$ cat config.mk
export PLATFORM = sky130hd
export DESIGN_NAME = spi_target
export DESIGN_NICKNAME = d
export VERILOG_FILES = /design/src/rtl/spi_target.sv
export SDC_FILE = /design/constraint.sdc
export NUM_CORES = 1
export LEC_CHECK = 0
export BUFFER_PORTS_ARGS = -buffer_cell sky130_fd_sc_hd__buf_2
export CELL_PAD_IN_SITES_DETAIL_PLACEMENT = 1
export CELL_PAD_IN_SITES_GLOBAL_PLACEMENT = 2
export CORE_ASPECT_RATIO = 1.2
export CORE_MARGIN = 4
export CORE_UTILIZATION = 34
export DETAILED_ROUTE_END_ITERATION = 16
export PLACE_DENSITY_LB_ADDON = 0.1
export SETUP_SLACK_MARGIN = 0.3
export SLEW_MARGIN = 15
export SYNTH_ARGS = -nofsm -noshare
export SYNTH_HDL_FRONTEND = slang
export SYNTH_SLANG_ARGS = --single-unit
export TNS_END_PERCENT = 1
$ cat constraint.sdc
create_clock -name clk -period 1.3 [get_ports clk]
set_input_delay 0.13 -clock clk [delete_from_list [all_inputs] [get_ports clk]]
set_output_delay 0.13 -clock clk [all_outputs]
set_load 0.1 [all_outputs]
$ cat src/rtl/spi_target.sv
// SPI mode-0 target. It synchronises sck/cs_n/mosi into clk, then shifts bytes
// in MSB-first on rising sck. It shifts a one-byte-buffered tx stream out on
// falling sck. The fabric side uses a byte-wide valid/ready handshake.
module spi_target #(
    parameter logic [7:0] IDLE_FILL = 8'hFF
) (
    input  logic       clk,
    input  logic       rst,
    input  logic       sck,
    input  logic       cs_n,
    input  logic       mosi,
    output logic       miso,
    output logic       miso_oe,
    input  logic [7:0] tx_data,
    input  logic       tx_valid,
    output logic       tx_ready,
    output logic [7:0] rx_data,
    output logic       rx_valid,
    output logic       tx_underrun,
    output logic       busy
);

    typedef enum logic {IDLE, ACTIVE} state_t;

    state_t     state, state_n;

    // synchroniser stages; *_d is the extra edge-detect register
    logic       sck_m, sck_s, sck_d;
    logic       cs_m, cs_s, cs_d;
    logic       mosi_m, mosi_s;

    logic [2:0] bit_cnt;
    logic [7:0] rx_shift;
    logic [7:0] tx_shift;
    logic [7:0] hold_data;
    logic       hold_full;

    logic       sck_rise, sck_fall, cs_fall, cs_rise;
    logic       sel_start, sel_end, load_tx, shift_tx, rx_step;

    // Two-stage synchronisers plus edge registers. The cs_n chain resets to 0
    // so a select already held low across reset is never taken as a fresh
    // fall. The block then waits for a real cs_n fall and never resumes
    // mid-byte. mosi has the same depth as sck_s, so the two stay aligned.
    always_ff @(posedge clk or posedge rst) begin
        if (rst) begin
            sck_m  <= 1'b0;
            sck_s  <= 1'b0;
            sck_d  <= 1'b0;
            cs_m   <= 1'b0;
            cs_s   <= 1'b0;
            cs_d   <= 1'b0;
            mosi_m <= 1'b0;
            mosi_s <= 1'b0;
        end else begin
            sck_m  <= sck;
            sck_s  <= sck_m;
            sck_d  <= sck_s;
            cs_m   <= cs_n;
            cs_s   <= cs_m;
            cs_d   <= cs_s;
            mosi_m <= mosi;
            mosi_s <= mosi_m;
        end
    end

    assign sck_rise = sck_s & ~sck_d;
    assign sck_fall = ~sck_s & sck_d;
    assign cs_fall  = ~cs_s & cs_d;
    assign cs_rise  = cs_s & ~cs_d;

    // select state register
    always_ff @(posedge clk or posedge rst) begin
        if (rst) state <= IDLE;
        else     state <= state_n;
    end

    // Next state, datapath strobes and pad outputs. A deselect suppresses any
    // sck edge that lands in the same cycle.
    always_comb begin
        state_n   = state;
        sel_start = 1'b0;
        sel_end   = 1'b0;
        load_tx   = 1'b0;
        shift_tx  = 1'b0;
        rx_step   = 1'b0;
        busy      = 1'b0;
        miso_oe   = 1'b0;
        miso      = 1'b1;
        case (state)
            IDLE: begin
                if (cs_fall) begin
                    state_n   = ACTIVE;
                    sel_start = 1'b1;
                    load_tx   = 1'b1;
                end
            end
            ACTIVE: begin
                busy    = 1'b1;
                miso_oe = 1'b1;
                miso    = tx_shift[7];
                if (cs_rise) begin
                    state_n = IDLE;
                    sel_end = 1'b1;
                end else begin
                    rx_step = sck_rise;
                    if (sck_fall) begin
                        if (bit_cnt == 3'd0) load_tx  = 1'b1;
                        else                 shift_tx = 1'b1;
                    end
                end
            end
            default: state_n = IDLE;
        endcase
    end

    assign tx_ready = ~hold_full;

    // Holding register, tx/rx shifters, bit counter and the one-cycle pulses.
    // An accept needs the holding register to be empty. A load that sees it
    // empty sends IDLE_FILL instead, so an accept and a drain never collide.
    always_ff @(posedge clk or posedge rst) begin
        if (rst) begin
            bit_cnt     <= 3'd0;
            rx_shift    <= 8'h00;
            rx_data     <= 8'h00;
            rx_valid    <= 1'b0;
            tx_underrun <= 1'b0;
            tx_shift    <= IDLE_FILL;
            hold_data   <= 8'h00;
            hold_full   <= 1'b0;
        end else begin
            rx_valid    <= 1'b0;
            tx_underrun <= 1'b0;

            if (tx_valid && !hold_full) begin
                hold_data <= tx_data;
                hold_full <= 1'b1;
            end

            if (load_tx) begin
                if (hold_full) begin
                    tx_shift  <= hold_data;
                    hold_full <= 1'b0;
                end else begin
                    tx_shift    <= IDLE_FILL;
                    tx_underrun <= 1'b1;
                end
            end else if (shift_tx) begin
                tx_shift <= {tx_shift[6:0], 1'b1};
            end

            if (sel_start || sel_end) begin
                bit_cnt <= 3'd0;
            end else if (rx_step) begin
                rx_shift <= {rx_shift[6:0], mosi_s};
                bit_cnt  <= bit_cnt + 3'd1;
                if (bit_cnt == 3'd7) begin
                    rx_data  <= {rx_shift[6:0], mosi_s};
                    rx_valid <= 1'b1;
                end
            end
        end
    end

endmodule
==> metrics <==
Clock Power Share=0.270; maxcap violations=0; clk_lat worst skew=300 ps; WL per Instance=16.9 um; Hold Path Class=primary input to register; die area=0.00688 mm2; Comb power frac=0.293; Synth Net Count=167; Total GRT Usage=0.133; gr ovfl total=0; violated checks=setup timing; Vias=1,347; IO buf count=27; Crit-path slowest cell=dfrtp_1; clock sinks=46; Routed WL=4540 um; syn avg cell area=12.7 um2; crit-path cells=buf_4 > ha_2 > ha_4 > nand2_4 > buf_12 > mux2_4; Lkg Pwr=0.00139 uW; Buf/Inv on CP=2; utilization after layout=0.548; fmax=0.667 GHz; post-route setup slack=-200 ps; # rows=29; top cells by area, synth=dfrtp_1, dfstp_2, mux2_1; Worst VDD drop=1320 uV; Area Growth Syn to Fin=54.2%; Crit Path Max Fanout=5; most frequent cells in the layout=dfrtp_1, nand2_1, buf_12; largest net degree at the start of global routing=47; drt pass-1 iters=3; status=complete, but fails checks; CTS tree=yes; cells after synthesis=150; Die Y=90.1 um; # DRC=0; Routed Antenna Nets=0; final hold violation count=0; Final nets=222; Final Critical Period=1500 ps; Slew Limit Fails=0; clk slew on worst S/H paths=90 ps; Sw Ratio=0.311; initial antenna violation count=0; # IOs=28; critical path's top delay family=flip-flops; vias in the first global route=1,517; internal power=3340 uW; period utilisation layout=1.15; Worst Tran Pin Value=328 ps; die width=76.4 um; DR vias/cell=5.03; CTS Buffer Depth=2; Seq pwr share=0.437; slew margin rel.=0.781; mapped cell area=0.00191 mm2; RD Place Congestion=0.735; Final setup viols=23; Startpoint Class=register; Setup TNS=-2900 ps; Diodes inserted=0; CTS Buf Count=5; share of cells above drive strength 1=0.553; clock skew=3.83 ps; critical path endpoint category=register; Seq cells post-synth=46; share of Yosys cell area claimed by the top area cell type=0.498; Core Area=0.00537 mm2; Yosys cell types=31; r2r setup slk=-200 ps; CP Class=register to register; Net Sw Power=1510 uW; RSZ-0062 raised after global routing=true; Worst EP arrival=1690 ps; Initial Utilization=0.355; htree depth=2; Worst Path Required=1490 ps; crit-path max cell delay=400 ps; YS warnings=0; cell accounting for the most synthesized area=dfrtp_1; first-pass GRT wire length=7360 um; initial DRC count=40; register area share after synthesis=0.609; dpl hpwl=2760 um; most common cell after layout, fill and taps aside=dfrtp_1; pwr/cell area=1650 mW/mm2; root buffer cell=clkbuf_8
==> per-stage QoR <==
stage | cell area, um2 | hold WS (ps) | cells | setup WS (ps) | total power, uW
2_1_floorplan | 1910 | 161 | 150 | -355 | 2770
3_3_place_gp | 2250 | 181 | 245 | -151 | 3090
3_5_place_dp | 2250 | 214 | 245 | -236 | 3160
4_1_cts | 2650 | 42.7 | 262 | -132 | 4740
5_1_grt | 2940 | 44.5 | 268 | -238 | 5110
6_report | 2940 | 47.5 | 268 | -200 | 4850
==> logic make-up (layout without fill, tap and decap cells) <==
group	Yosys count	count (layout)	share of synthesized area
and+or+nand+nor	47	47	0.140
muxes	17	17	0.100
AOI/OAI and AO/OA	21	21	0.0807
buffers and inverters	15	70	0.0452
adders and majority gates	4	5	0.0256
DFF	46	46	0.609
==> flip-flops by register name (all words and copies together) (netlist names), 3 cells and up <==
register	cells
bit_cnt	3
hold_data	8
rx_data	8
rx_shift	7
tx_shift	8
==> Yosys cell counts, drive strengths merged <==
cell type,instances
a21o,1
nand4bb,1
o32a,1
ha,3
nor2,1
nand4b,1
a41oi,1
o31ai,7
o21ai,1
and4b,1
inv,8
mux2,17
a22o,2
maj3,1
nor2b,1
buf,7
dfstp,8
nand2,31
nand2b,2
a21oi,8
dfrtp,38
and2,1
nor4b,7
nor3b,1
==> final cells by class <==
class | count | area, um2
clock buffer | 6 | 82.6
clock inverter | 2 | 60.1
fill | 532 | 2430
inverter | 8 | 35.0
multi-input combinational | 90 | 910
sequential | 46 | 1170
tap | 62 | 77.6
timing repair buffer | 54 | 611
==> per-layer routing <==
layer / part of all wire / up-vias / global-route usage
met2: 0.57 / 20 / 0.232
met4: 0.016 / 0 / 0.0650
li1: - / 625 / -
met1: 0.39 / 695 / 0.153
met5: 0 / - / 0
met3: 0.026 / 7 / 0.0320
==> timing repair <==
item                                   in CTS  in global routing
pin swaps                                   6                  6
setup endpoints to repair                  52                 52
gates cloned                                1                  0
hold buffers                                4                  0
resized for setup                          43                 58
endpoints found under the hold margin      41                  0
setup buffers                               4                  6
==> final timing paths <==
check	from	endpoint	depth (start not counted)
setup / recovery	bit_cnt[0]	rx_data[0]	6
hold / removal	tx_data[0]	hold_data[0]	2
min in group asynchronous	rst	rx_shift[3]	4
max in group asynchronous	rst	tx_shift[0]	4
setup reg to reg	bit_cnt[0]	rx_data[0]	6
hold reg to reg	mosi_m	mosi_s	0
==> power groups by stage <==
stage | registers [uW] | logic, uW | clock network (uW)
after floorplan | 2060 | 709 | 0
after global placement | 2060 | 1040 | 0
after detailed placement | 2080 | 1080 | 0
after CTS | 2090 | 1300 | 1350
after global routing | 2170 | 1530 | 1410
final | 2120 | 1420 | 1310
Note: power is estimated with default switching activity, not from simulation.
